**config.mk**
```make
export PLATFORM = sky130hd
export DESIGN_NAME = dac_segment_encoder
export DESIGN_NICKNAME = d
export VERILOG_FILES = /design/src/rtl/dac_enc_pkg.sv /design/src/rtl/dac_dem_rotator.sv /design/src/rtl/dac_segment_encoder.sv
export SDC_FILE = /design/constraint.sdc
export NUM_CORES = 1
export LEC_CHECK = 0
export BUFFER_PORTS_ARGS = -buffer_cell sky130_fd_sc_hd__buf_4
export CAP_MARGIN = 10
export CORE_MARGIN = 10
export CORE_UTILIZATION = 39
export CTS_CLUSTER_DIAMETER = 60
export CTS_CLUSTER_SIZE = 8
export DETAILED_ROUTE_END_ITERATION = 8
export GPL_TIMING_DRIVEN = 0
export PLACE_DENSITY = 0.57
export SYNTH_ARGS = -nofsm -noshare
export SYNTH_HDL_FRONTEND = slang
export SYNTH_SLANG_ARGS = --single-unit
```
**constraint.sdc**
```tcl
create_clock -name clkin -period 4.1 [get_ports clkin]
set_input_delay 0.41 -clock clkin [delete_from_list [all_inputs] [get_ports clkin]]
set_output_delay 0.41 -clock clkin [all_outputs]
set_load 0.02 [all_outputs]
```
**src/rtl/dac_enc_pkg.sv**
```systemverilog
// dac_enc_pkg -- rev 1.0
// Shared constants, types and binary-line mapping for the segmented DAC encoder.
`default_nettype none

package dac_enc_pkg;

  localparam int N_THERM  = 17;
  localparam int N_BIN    = 6;
  localparam int CODE_W   = 11;
  localparam int CODE_MAX = 1151;
  localparam int UNIT_LSB = 64;
  localparam int PTR_W    = 5;
  localparam int NSEL_W   = 5;

  typedef enum logic [1:0] {
    TP_NORMAL = 2'd0,
    TP_RAMP   = 2'd1
  } tp_mode_e;

  typedef logic [0:N_THERM-1] therm_t;
  typedef logic [0:N_BIN]     bin_t;

  // Line order is {binary_0, binary_0_red, binary_1..binary_5}; the LSB lands on exactly one of
  // the first two lines depending on which half of the split LSB cell is in use.
  function automatic bin_t map_binary(input logic [N_BIN-1:0] b, input logic red_sel);
    bin_t r;
    r    = '0;
    r[0] = red_sel ? 1'b0 : b[0];
    r[1] = red_sel ? b[0] : 1'b0;
    for (int i = 1; i < N_BIN; i++) begin
      r[i+1] = b[i];
    end
    return r;
  endfunction

endpackage

`default_nettype wire

```
**src/rtl/dac_dem_rotator.sv**
```systemverilog
// dac_dem_rotator -- rev 1.0
// Combinational DWA cell selector: marks n cells starting at ptr (mod 17) and computes next ptr.
`default_nettype none

module dac_dem_rotator
  import dac_enc_pkg::*;
(
  input  logic [NSEL_W-1:0] n,
  input  logic [PTR_W-1:0]  ptr,
  input  logic              dem_en,
  output therm_t            mask,
  output logic [PTR_W-1:0]  ptr_next
);

  logic [5:0] ptr_ext;
  logic [5:0] sum;
  logic [5:0] sum_wrapped;

  assign ptr_ext = {1'b0, ptr};

  // A cell is selected when its distance ahead of ptr, modulo 17, is below n.
  for (genvar j = 0; j < N_THERM; j++) begin : g_cell
    logic [5:0] off;
    assign off     = (ptr_ext <= 6'(j)) ? (6'(j) - ptr_ext) : (6'(j + N_THERM) - ptr_ext);
    assign mask[j] = (off < {1'b0, n});
  end

  assign sum         = ptr_ext + {1'b0, n};
  assign sum_wrapped = (sum >= 6'(N_THERM)) ? (sum - 6'(N_THERM)) : sum;
  assign ptr_next    = dem_en ? sum_wrapped[PTR_W-1:0] : ptr;

endmodule

`default_nettype wire

```
**src/rtl/dac_segment_encoder.sv**
```systemverilog
// dac_segment_encoder -- rev 1.0
// Two-stage saturating therm/binary encoder with DWA rotation, ramp pattern and power-down.
`default_nettype none

module dac_segment_encoder
  import dac_enc_pkg::*;
(
  input  logic              clkin,
  input  logic              rstb,
  input  logic              pdb,
  input  logic [CODE_W-1:0] code_in,
  input  logic              code_valid,
  input  logic              dem_en,
  input  logic [1:0]        tp_mode,
  input  logic              lsb_red_sel,
  output therm_t            dataintherm,
  output therm_t            datainthermb,
  output bin_t              datainbin,
  output bin_t              datainbinb,
  output logic              out_valid,
  output logic              sat_flag
);

  logic              ramp_mode;
  logic              accept;
  logic              sat_raw;
  logic [CODE_W-1:0] code_c;

  logic [CODE_W-1:0] ramp_d,     ramp_q;
  logic              s1_valid_d, s1_valid_q;
  logic [NSEL_W-1:0] n_d,        n_q;
  logic [N_BIN-1:0]  b_d,        b_q;
  logic              s1_sat_d,   s1_sat_q;

  logic [PTR_W-1:0]  ptr_d,      ptr_q;
  therm_t            therm_d,    therm_q;
  therm_t            thermb_d,   thermb_q;
  bin_t              bin_d,      bin_q;
  bin_t              binb_d,     binb_q;
  logic              valid_d,    valid_q;
  logic              sat_d,      sat_q;

  therm_t            rot_mask;
  logic [PTR_W-1:0]  rot_ptr_next;

  // Stage 1: source select, saturation and field split. Reserved modes decode as normal.
  always_comb begin
    ramp_mode  = (tp_mode == TP_RAMP);
    accept     = ramp_mode | code_valid;
    sat_raw    = !ramp_mode && (code_in > CODE_W'(CODE_MAX));
    code_c     = ramp_mode ? ramp_q : (sat_raw ? CODE_W'(CODE_MAX) : code_in);
    if (!pdb) begin
      code_c  = '0;
      sat_raw = 1'b0;
    end

    ramp_d = ramp_q;
    if (!ramp_mode) begin
      ramp_d = '0;
    end else if (pdb) begin
      ramp_d = (ramp_q == CODE_W'(CODE_MAX)) ? '0 : ramp_q + 1'b1;
    end

    s1_valid_d = accept;
    n_d        = n_q;
    b_d        = b_q;
    s1_sat_d   = s1_sat_q;
    if (accept) begin
      n_d      = code_c[CODE_W-1:N_BIN];
      b_d      = code_c[N_BIN-1:0];
      s1_sat_d = sat_raw;
    end
  end

  dac_dem_rotator u_rotator (
    .n        (n_q),
    .ptr      (ptr_q),
    .dem_en   (dem_en),
    .mask     (rot_mask),
    .ptr_next (rot_ptr_next)
  );

  // Stage 2: outputs and complements share one flop stage; without a word they hold.
  always_comb begin
    ptr_d    = ptr_q;
    therm_d  = therm_q;
    thermb_d = thermb_q;
    bin_d    = bin_q;
    binb_d   = binb_q;
    sat_d    = sat_q;
    valid_d  = 1'b0;
    if (s1_valid_q) begin
      ptr_d    = rot_ptr_next;
      therm_d  = rot_mask;
      thermb_d = ~rot_mask;
      bin_d    = map_binary(b_q, lsb_red_sel);
      binb_d   = ~map_binary(b_q, lsb_red_sel);
      sat_d    = s1_sat_q;
      valid_d  = 1'b1;
    end
  end

  always_ff @(posedge clkin) begin
    if (!rstb) begin
      ramp_q     <= '0;
      s1_valid_q <= 1'b0;
      n_q        <= '0;
      b_q        <= '0;
      s1_sat_q   <= 1'b0;
      ptr_q      <= '0;
      therm_q    <= '0;
      thermb_q   <= '1;
      bin_q      <= '0;
      binb_q     <= '1;
      valid_q    <= 1'b0;
      sat_q      <= 1'b0;
    end else begin
      ramp_q     <= ramp_d;
      s1_valid_q <= s1_valid_d;
      n_q        <= n_d;
      b_q        <= b_d;
      s1_sat_q   <= s1_sat_d;
      ptr_q      <= ptr_d;
      therm_q    <= therm_d;
      thermb_q   <= thermb_d;
      bin_q      <= bin_d;
      binb_q     <= binb_d;
      valid_q    <= valid_d;
      sat_q      <= sat_d;
    end
  end

  assign dataintherm  = therm_q;
  assign datainthermb = thermb_q;
  assign datainbin    = bin_q;
  assign datainbinb   = binb_q;
  assign out_valid    = valid_q;
  assign sat_flag     = sat_q;

endmodule

`default_nettype wire
```
* Word-level counts from Yosys, hierarchy flattened
Cells that the tools add are included.
** Storage, ports and cells
- Register bits after elaboration :: 79
- Latch bits :: 0
- Memory bits (writable) :: 0
- Memory bits (read-only) :: 0
- Input bits :: 19
- Word-level logic and storage cells :: 120
- Memories :: 0
** Operators by class
- Add/sub/neg operators :: 37
- Multiply operators :: 0
- Div/mod/pow operators :: 0
- Magnitude comparators :: 36
- Equality and inequality tests :: 2
- Shift-type cells :: 0
- Muxes and demuxes :: 26
- Bitwise logic cells :: 3
- Reduce and logical (&&, ||, !) cells :: 4
** Operator list (count)
- $lt A6 B5 Y1 :: 17
- $mux W6 :: 17
- $sub A5 B5 Y6 const A :: 16
- $sub A4 B5 Y6 const A :: 8
- $mux W11 :: 4
- $le A5 B4 Y1 const B :: 8
- $sub A3 B5 Y6 const A :: 4
- $le A5 B3 Y1 const B :: 4
- $not A17 Y17 :: 1
- $sub A1 B5 Y6 const A :: 2
- $sub A2 B5 Y6 const A :: 2
- $sub A6 B5 Y6 const A :: 2
- $add A11 B1 Y11 const B :: 1
- $eq A11 B11 Y1 const B :: 1
- $gt A11 B11 Y1 const B :: 1
- $le A5 B1 Y1 const B :: 2
- $le A5 B2 Y1 const B :: 2
- $not A7 Y7 :: 1
- $add A5 B5 Y6 :: 1
- $ge A6 B5 Y1 const B :: 1
- $le A5 B5 Y1 const B :: 1
- $mux W5 :: 1
- $sub A5 B5 Y5 const B :: 1
- $mux W1 :: 4
- other kinds (5) :: 6

* Logic depth before layout (Yosys ltp)
Gate-level depths: netlist of run 1.
- Depth in word-level cells :: 6
- Gate-level depth with buffers :: 17
- Depth with buffers taken out :: 14

* By module
From an unflattened synthesis of run 1, not the netlist that was laid out.
** Second synthesis, totals
- Cell total of the unflattened synthesis :: 931
- Area, all modules :: 7211.9 um2
** Modules (own cells, without submodules)
- dac_dem_rotator :: instances 1, cells each 602, area each 4364.2 um2, sequential area each 0.0 um2
- dac_segment_encoder :: instances 1, cells each 329, area each 2847.7 um2, sequential area each 1581.5 um2

* Worst setup path after synthesis of run 1
OpenSTA, ideal clock, no wires.
- Kind :: reg2reg
- Start :: register ptr_q[3]
- End :: register thermb_q[11] (netlist: datainthermb[11])
- Setup time :: 0.115 ns
- Arrival :: 3.627 ns
- Slack :: 0.358 ns
- Stages on the path, launching flop included :: 17
- Path buffers :: 2
- Path through :: dfxtp_1 -> inv_1 -> clkbuf_1 -> ha_1 -> ha_1 -> a31o_2 -> clkbuf_1 -> a21oi_1 -> inv_1 -> o21ai_0 -> xnor2_1 -> ha_1 -> a21o_1 -> a211o_1 -> nor3_1 -> o21ai_0 -> o21a_1
** Between the ends
- Longest elaborated chain between the ends :: 4
- Elaborated cells between the ends (all ways) :: 6
- Classes of those cells :: add/sub (2); order compare (2); mux (1); bitwise (1)
** Ends and longest elaborated chain
- from (decl) :: RTL line dac_segment_encoder.sv:35 : logic [PTR_W-1:0] ptr_d, ptr_q;
- from (signal assigned) :: RTL line dac_segment_encoder.sv:123 : ptr_q <= ptr_d;
- $sub A5 B5 Y6, or another cell as far along :: RTL line dac_dem_rotator.sv:24 : assign off = (ptr_ext <= 6'(j)) ? (6'(j) - ptr_ext) : (6'(j + N_THERM) - ptr_ext);
- $mux W6 * :: RTL line dac_dem_rotator.sv:24
- $lt A6 B5 Y1 * :: RTL line dac_dem_rotator.sv:25 : assign mask[j] = (off < {1'b0, n});
- $not A17 Y17 * :: RTL line dac_segment_encoder.sv:95 : thermb_d = ~rot_mask;
- to (signal assigned) :: RTL line dac_segment_encoder.sv:125 : thermb_q <= thermb_d;
- to (decl) :: RTL line dac_segment_encoder.sv:37 : therm_t thermb_d, thermb_q;
Every way passes the cells marked *; elsewhere a longest branch is shown, timed or not.
A chain may end at the register's enable or synchronous reset.

* Final worst setup path of run 1
- Start :: register ptr_q[1]
- End :: register thermb_q[13] (netlist: datainthermb[13])
** Between the ends
- Longest elaborated chain between the ends :: 4
- Elaborated cells between the ends (all ways) :: 6
- Classes of those cells :: add/sub (2); order compare (2); mux (1); bitwise (1)
** Ends and longest elaborated chain (RTL line)
- $sub A5 B5 Y6, or another cell as far along :: dac_dem_rotator.sv:24
- $mux W6 * :: dac_dem_rotator.sv:24
- $lt A6 B5 Y1 * :: dac_dem_rotator.sv:25
- $not A17 Y17 * :: dac_segment_encoder.sv:95
Marks and branches as above.

==> run summary, run 1 <==
Status
* **status** completed

Global route
* **global router's overall resource usage** 0.197
* **initial antenna violation count** 0
* **first-pass GRT wire length** 37800 um
* **pin count of the biggest net entering global routing** 19
* **vias in the first global route** 6762
* **remaining global-route overflow** 0

STA
* **Final Skew** 0.00979 ns
* **Max transition margin** 0.327
* **Slew Viols, Final** 0
* **fin worst setup slack** 0.0914 ns
* **number of endpoints failing setup at the final stage** 0
* **setup repair after global routing missed its margin** no
* **Least-Margin Pin Slew** 1.01 ns
* **Final Critical Period** 4.01 ns
* **share of the clock period used by the worst path** 0.978
* **Fmax achieved** 249 MHz
* **endpoints failing hold** 0

Final layout
* **area occupied by multi-input gates** 5240 um^2
* **storage element area** 1590 um^2
* **Syn-to-layout area delta** 16.2%
* **non-filler cells in the finished layout** 1218
* **final-stage net count** 1106
* **final design instance area without fill** 8260 um^2
* **fraction of final layout cells with drive strength greater than 1** 0.139
* **count of filler cells inserted in the layout** 1857
* **Antenna diodes** 0

Worst setup path
* **number of cells on the worst reg-to-reg path** 12
* **WS Path Type** register to register
* **end point of the critical path** datainthermb[13]
* **setup slack of the most critical reg-to-reg path** 0.09 ns
* **startpoint of the lowest-slack register-to-register path** ptr_q[1]
* **Worst setup startpoint** ptr_q[1]
* **capture point of the worst reg-to-reg path** datainthermb[13]
* **Worst EP arrival** 4.26 ns
* **crit path capture type** register
* **critical path data required time** 4.35 ns
* **worst-path fanout max** 12
* **CP startpoint kind** register

Power and ir drop
* **Leak Pwr** 3.30 nW
* **overall power consumption** 0.00247 W
* **areal power density over the cells** 299 nW/um^2
* **Peak VDD IR** 204 uV

Synth
* **count of flip-flops with a built-in enable after synthesis** 0
* **sequential area share after synthesis** 0.222
* **count of mapped cells out of synthesis** 907
* **number of distinct library cell variants in the gate-level netlist after synthesis** 68
* **most numerous cell in the Yosys netlist** sky130_fd_sc_hd__ha_1
* **count of yosys warnings during synthesis** 0
* **Async SR Flop Fraction** 0
* **main area contributors after synthesis** sky130_fd_sc_hd__dfxtp_1, sky130_fd_sc_hd__ha_1, sky130_fd_sc_hd__xnor2_1
* **synthesized net count** 1029
* **Seq cells post-synth** 79
* **Post-Synthesis Mean Instance Area** 7.84 um^2
* **netlist area before placement** 7110 um^2
* **cell types with the highest counts after synthesis** sky130_fd_sc_hd__ha_1, sky130_fd_sc_hd__nand2_1, sky130_fd_sc_hd__dfxtp_1, sky130_fd_sc_hd__nor2_1, sky130_fd_sc_hd__o21ai_0
* **most common flop cell mapped by yosys** sky130_fd_sc_hd__dfxtp_1
* **area leader, netlist** sky130_fd_sc_hd__dfxtp_1
* **portion of synthesized cell area occupied by the leading cell type** 0.222

Run
* **Max-Cap Viols** 0

Place
* **Port Buffers** 66
* **Final GP Congestion** 0.969
* **placed cell areas** 7890 um^2
* **HPWL Detailed** 17300 um
* **DP Worst Slack** -0.645 ns
* **Cell Count Post-Placement** 1202

Clock network
* **maximum level of the CTS H-tree** 3
* **Clock transition at path regs** 0.07 ns
* **number of buffers inserted for hold repair after clock tree synthesis** 0
* **clock tree from TritonCTS** built
* **clock latency on the worst-skew pair** 0.35 ns
* **Sink Count** 79
* **clock buffer count from CTS** 9
* **maximum clock insertion buffer count** 2
* **root buffer cell** sky130_fd_sc_hd__clkbuf_16

Min path
* **Worst Hold Class** input port to register
* **origin of the worst min-delay path** lsb_red_sel

Floorplan
* **I/O pin count** 69
* **Die X** 155 um
* **Die Area** 24000 um^2
* **vertical extent of the die** 155 um
* **count of standard-cell rows** 49
* **floorplan core area** 18000 um^2
* **Starting Density** 0.396

Route
* **Vias per Instance** 5.67
* **Post-DRT Antenna Nets** 0
* **DRT iter0 DRCs** 460
* **total via count in the routed design** 6903
* **detailed-router iteration count before antenna repair** 5
* **Routed wire per std cell** 19.8 um
* **detailed-route wire length** 24100 um
* **DRC errors left** 0

-- registers in the layout, indices dropped and copies added (netlist names), 5 cells and up --
signal / cells
b_q: 6
datainthermb: 17
dataintherm: 17
ptr_q: 5
ramp_q: 11
datainbinb: 7
datainbin: 7
n_q: 5
-- metal layers --
layer / global-route usage / wire length, um / vias to the layer above
met5: 0 / 0 / -
met4: 0.0796 / 728 / 0
met3: 0.0480 / 2170 / 50
met2: 0.305 / 10500 / 295
met1: 0.256 / 10700 / 3169
li1: - / - / 3389
-- cells in the final DEF (no fill, tap or decap), types with 10 or more instances in the layout --
cell	instances
sky130_fd_sc_hd__ha_1	101
sky130_fd_sc_hd__clkbuf_1	36
sky130_fd_sc_hd__nor2b_1	24
sky130_fd_sc_hd__mux2i_1	12
sky130_fd_sc_hd__a31oi_1	10
sky130_fd_sc_hd__inv_1	24
sky130_fd_sc_hd__xor2_1	10
sky130_fd_sc_hd__a21boi_0	15
sky130_fd_sc_hd__and2_1	13
sky130_fd_sc_hd__xnor2_1	56
sky130_fd_sc_hd__nor3_1	16
sky130_fd_sc_hd__a21oi_1	60
sky130_fd_sc_hd__o21ai_0	63
sky130_fd_sc_hd__nand2_1	100
sky130_fd_sc_hd__dfxtp_1	75
sky130_fd_sc_hd__o21a_1	12
sky130_fd_sc_hd__nand2b_1	17
sky130_fd_sc_hd__a21o_1	19
sky130_fd_sc_hd__nand3_1	23
sky130_fd_sc_hd__nor2_1	69
sky130_fd_sc_hd__a211oi_1	12
sky130_fd_sc_hd__buf_4	70
-- critical path, cell delays in order (launching register included) --
cell	delay, ns
sky130_fd_sc_hd__dfxtp_2	0.45
sky130_fd_sc_hd__buf_2	0.32
sky130_fd_sc_hd__clkinv_2	0.28
sky130_fd_sc_hd__ha_1	0.35
sky130_fd_sc_hd__clkbuf_1	0.46
sky130_fd_sc_hd__clkinv_1	0.59
sky130_fd_sc_hd__o21ai_0	0.32
sky130_fd_sc_hd__ha_1	0.27
sky130_fd_sc_hd__a21boi_0	0.14
sky130_fd_sc_hd__o21a_1	0.19
sky130_fd_sc_hd__o21a_1	0.17
sky130_fd_sc_hd__o21a_1	0.20
sky130_fd_sc_hd__o22a_1	0.16
-- worst min path at each step --
stage	end	slack, ns	cells past startpoint
finish	datainbinb[6]	0.31	3
global route	datainbinb[6]	0.31	3
CTS	datainbinb[6]	0.30	3
detailed placement	dataintherm[3]	0.43	2
global placement	dataintherm[15]	0.43	2
floorplan	b_q[2]	0.44	2
-- final cells by class --
| cell class | instances | area share |
|---|---|---|
| plain buffers | 52 | 0.0267 |
| clock buffers | 9 | 0.0273 |
| clock inverters | 7 | 0.00969 |
| inverters | 30 | 0.0142 |
| multi-input cells | 744 | 0.634 |
| flip-flops and latches | 79 | 0.192 |
| well taps | 229 | 0.0347 |
| repair buffers | 68 | 0.0618 |
-- per-stage QoR --
| stage | TNS, ns | hold WS (ns) | util |
|---|---|---|---|
| after floorplan | 0 | 0.444 | - |
| after global placement | -4.24 | 0.431 | 0.439 |
| after detailed placement | -4.09 | 0.433 | 0.439 |
| after CTS | 0 | 0.298 | 0.458 |
| after global routing | 0 | 0.308 | 0.460 |
| final | 0 | 0.313 | 0.460 |
-- power breakdown --
part / internal, W / leakage [nW] / switching [W]
clock: 0.000480 / 0.148 / 0.000367
combinational: 0.000311 / 2.51 / 0.000470
sequential: 0.000811 / 0.646 / 0.0000298
total: 0.00160 / 3.30 / 0.000867
-- timing repair --
| action | CTS | global route |
|---|---|---|
| resized for setup | 13 | 12 |
| pin swaps | 0 | 0 |
| setup endpoints to repair | 22 | 15 |
| buffers inserted | 2 | 0 |
-- kinds of logic (layout without fill, tap and decap cells) --
| family | Yosys count | in the layout | share of synthesized area |
|---|---|---|---|
| adders and majority gates | 103 | 103 | 0.182 |
| xor gates and xnor gates | 67 | 67 | 0.0836 |
| buffers and inverters | 84 | 166 | 0.0456 |
| and+or+nand+nor | 293 | 293 | 0.196 |
| muxes | 19 | 19 | 0.0280 |
| AOI/OAI and AO/OA | 262 | 262 | 0.242 |
| DFF | 79 | 79 | 0.222 |
Note: power is estimated with default switching activity, not from simulation.
==> inputs of run 2 (changes only) <==
Settings changed: BUFFER_PORTS_ARGS -buffer_cell sky130_fd_sc_hd__buf_4 to -buffer_cell sky130_fd_sc_hd__buf_2.
==> run summary, run 2 (synthesized netlist as in run 1, its figures left out) <==
Worst setup path
* **crit path capture type** register
* **Worst EP arrival** 4.19 ns, -0.07 ns
* **Worst setup startpoint** ptr_q[2]
* **crit-path leading delay family** compound AO/OA/AOI/OAI gates
* **WS Path Type** register to register
* **capture point of the worst reg-to-reg path** datainthermb[11]
* **list of cells traversed by the critical path** buf_4 -> inv_2 -> ha_2 -> ha_1 -> a31o_2 -> clkbuf_1 -> a21oi_2 -> inv_1 -> o21ai_0 -> xnor2_1 -> ha_1 -> a21o_1 -> a211o_1 -> nor3_1 -> o21ai_0 -> o21a_1
* **startpoint of the lowest-slack register-to-register path** ptr_q[2]
* **setup slack of the most critical reg-to-reg path** 0.15 ns, +0.06 ns
* **critical path's slowest cell** sky130_fd_sc_hd__dfxtp_2
* **delay of the slowest cell on the worst path** 0.42 ns, -0.17 ns
* **critical path data required time** 4.34 ns, about the same
* **CP Buf/Inv Count** 4, unchanged
* **worst-path fanout max** 12, unchanged
* **CP startpoint kind** register
* **number of cells on the worst reg-to-reg path** 16, +4

Route
* **detailed-router iteration count before antenna repair** 5, unchanged
* **Vias per Instance** 5.67, +0.12%
* **Post-DRT Antenna Nets** 0, unchanged
* **total via count in the routed design** 6917, +0.20%
* **DRC errors left** 0, unchanged
* **DRT iter0 DRCs** 530, +15%
* **Routed wire per std cell** 19.7 um, -0.79%
* **detailed-route wire length** 24000 um, -0.71%

Final layout
* **final design instance area without fill** 8070 um^2, -2.3%
* **most common cell after layout, fill and taps aside** sky130_fd_sc_hd__ha_1
* **commonest non-fill, non-tap cells in the layout** sky130_fd_sc_hd__ha_1, sky130_fd_sc_hd__nand2_1, sky130_fd_sc_hd__dfxtp_1
* **storage element area** 1590 um^2, unchanged
* **area occupied by multi-input gates** 5230 um^2, about the same
* **Antenna diodes** 0, unchanged
* **fraction of final layout cells with drive strength greater than 1** 0.139, +0.000870
* **Syn-to-layout area delta** 13.6%
* **count of filler cells inserted in the layout** 1868, +0.59%
* **final-stage net count** 1107, +0.090%

STA
* **Fmax achieved** 253 MHz, +1.5%
* **Final Critical Period** 3.95 ns, -0.0578 ns
* **Least-Margin Pin Slew** 0.997 ns, -0.0108 ns
* **Final Skew** 0.0138 ns, +0.00400 ns
* **endpoints failing hold** 0, unchanged
* **Max transition margin** 0.327, -0.000514
* **number of endpoints failing setup at the final stage** 0, unchanged
* **Slew Viols, Final** 0, unchanged
* **share of the clock period used by the worst path** 0.964, -0.0141
* **fin worst setup slack** 0.149 ns, +0.0578 ns

Clock network
* **clock tree from TritonCTS** built
* **root buffer cell** sky130_fd_sc_hd__clkbuf_16
* **clock buffer count from CTS** 9, unchanged
* **Clock transition at path regs** 0.07 ns, about the same
* **maximum clock insertion buffer count** 2, unchanged
* **maximum level of the CTS H-tree** 3, unchanged
* **Sink Count** 79, unchanged
* **clock latency on the worst-skew pair** 0.36 ns, about the same

Floorplan
* **count of standard-cell rows** 49, unchanged
* **Die Area** 24000 um^2, unchanged
* **vertical extent of the die** 155 um, unchanged
* **floorplan core area** 18000 um^2, unchanged
* **Die X** 155 um, unchanged
* **Starting Density** 0.396, unchanged
* **I/O pin count** 69, unchanged

Min path
* **origin of the worst min-delay path** lsb_red_sel
* **hold endpoint** datainbinb[6]
* **Worst Hold Class** input port to register
* **number of cells on the worst hold path** 3, unchanged

Power and ir drop
* **net switching power** 0.000883 W, +1.9%
* **combinational fraction of design power** 0.314, -0.002
* **Sw Share** 0.367, +0.0162
* **internal cell power** 0.00152 W, -5.1%
* **overall power consumption** 0.00240 W, -2.6%
* **power share of the sequential group** 0.349, +0.008
* **clock network power share** 0.337, -0.006
* **Peak VDD IR** 209 uV, +2.7%
* **areal power density over the cells** 298 nW/um^2, -0.36%
* **Leak Pwr** 3.23 nW, -2.0%

Global route
* **remaining global-route overflow** 0, unchanged
* **pin count of the biggest net entering global routing** 19, unchanged
* **vias in the first global route** 6863, +1.5%
* **initial antenna violation count** 0, unchanged
* **global router's overall resource usage** 0.199, +0.00201
* **first-pass GRT wire length** 38200 um, +0.82%

Status
* **status** completed

Place
* **Port Buffers** 66, unchanged
* **HPWL Detailed** 17400 um, +0.21%
* **Final GP Congestion** 0.944, -2.6%
* **placed cell areas** 7720 um^2, -2.1%
* **DP Worst Slack** -0.618 ns, +0.0269 ns

Run
* **Max-Cap Viols** 0, unchanged

[run 2: power groups by stage]
stage / Clock, W / Combinational, W / Sequential (W)
2_1_floorplan: 0 / 0.000485 / 0.000894
3_3_place_gp: 0 / 0.000730 / 0.000855
3_5_place_dp: 0 / 0.000738 / 0.000856
4_1_cts: 0.000834 / 0.000745 / 0.000838
5_1_grt: 0.000856 / 0.000845 / 0.000843
6_report: 0.000811 / 0.000754 / 0.000839
[run 2: routing by layer]
layer / part of all wire / vias up / GRT usage
met1: 0.46 / 3241 / 0.265
met3: 0.077 / 45 / 0.0480
met5: 0 / - / 0
met2: 0.44 / 246 / 0.300
li1: - / 3385 / -
met4: 0.030 / 0 / 0.0810
[run 2: worst max path at each step]
| stage | end | depth (start not counted) | slack (ns) |
|---|---|---|---|
| 3_3_place_gp | datainthermb[11] | 16 | -0.68 |
| 5_1_grt | datainthermb[11] | 16 | -0.005 |
| 4_1_cts | datainthermb[11] | 17 | 0.01 |
| 2_1_floorplan | datainthermb[11] | 16 | 0.36 |
| 6_report | datainthermb[11] | 16 | 0.15 |
| 3_5_place_dp | datainthermb[11] | 16 | -0.62 |
[run 2: worst register-to-register path: stages (launching register included)]
cell and delay [ns]:
sky130_fd_sc_hd__dfxtp_2 0.42, sky130_fd_sc_hd__buf_4 0.28, sky130_fd_sc_hd__inv_2 0.18, sky130_fd_sc_hd__ha_2 0.33, sky130_fd_sc_hd__ha_1 0.32, sky130_fd_sc_hd__a31o_2 0.25, sky130_fd_sc_hd__clkbuf_1 0.20, sky130_fd_sc_hd__a21oi_2 0.20
sky130_fd_sc_hd__inv_1 0.05, sky130_fd_sc_hd__o21ai_0 0.20, sky130_fd_sc_hd__xnor2_1 0.10, sky130_fd_sc_hd__ha_1 0.32, sky130_fd_sc_hd__a21o_1 0.16, sky130_fd_sc_hd__a211o_1 0.28, sky130_fd_sc_hd__nor3_1 0.23, sky130_fd_sc_hd__o21ai_0 0.19
sky130_fd_sc_hd__o21a_1 0.14
[run 2: final cells by class]
| type | instances | area share |
|---|---|---|
| clock buffer | 10 | 0.0284 |
| tap | 229 | 0.0355 |
| timing repair buffer | 69 | 0.0437 |
| buffer | 52 | 0.0268 |
| multi-input combinational | 744 | 0.648 |
| sequential | 79 | 0.196 |
| clock inverter | 6 | 0.00651 |
| inverter | 30 | 0.0146 |
[run 2: what timing repair did]
| item | 4_1_cts | 5_1_grt |
|---|---|---|
| hold buffers | 0 | 0 |
| gates resized for setup | 12 | 12 |
| buffers inserted | 2 | 1 |
| pin swaps | 0 | 0 |
| setup endpoints to repair | 19 | 18 |
[run 2: through the flow]
step / setup TNS (ns) / utilization / hold WS [ns] / cells
floorplan: 0 / - / 0.444 / 907
global placement: -4.19 / 0.430 / 0.428 / 1202
detailed placement: -4.21 / 0.430 / 0.432 / 1202
CTS: 0 / 0.447 / 0.297 / 1219
global route: -0.00470 / 0.449 / 0.327 / 1219
finish: 0 / 0.449 / 0.310 / 1219
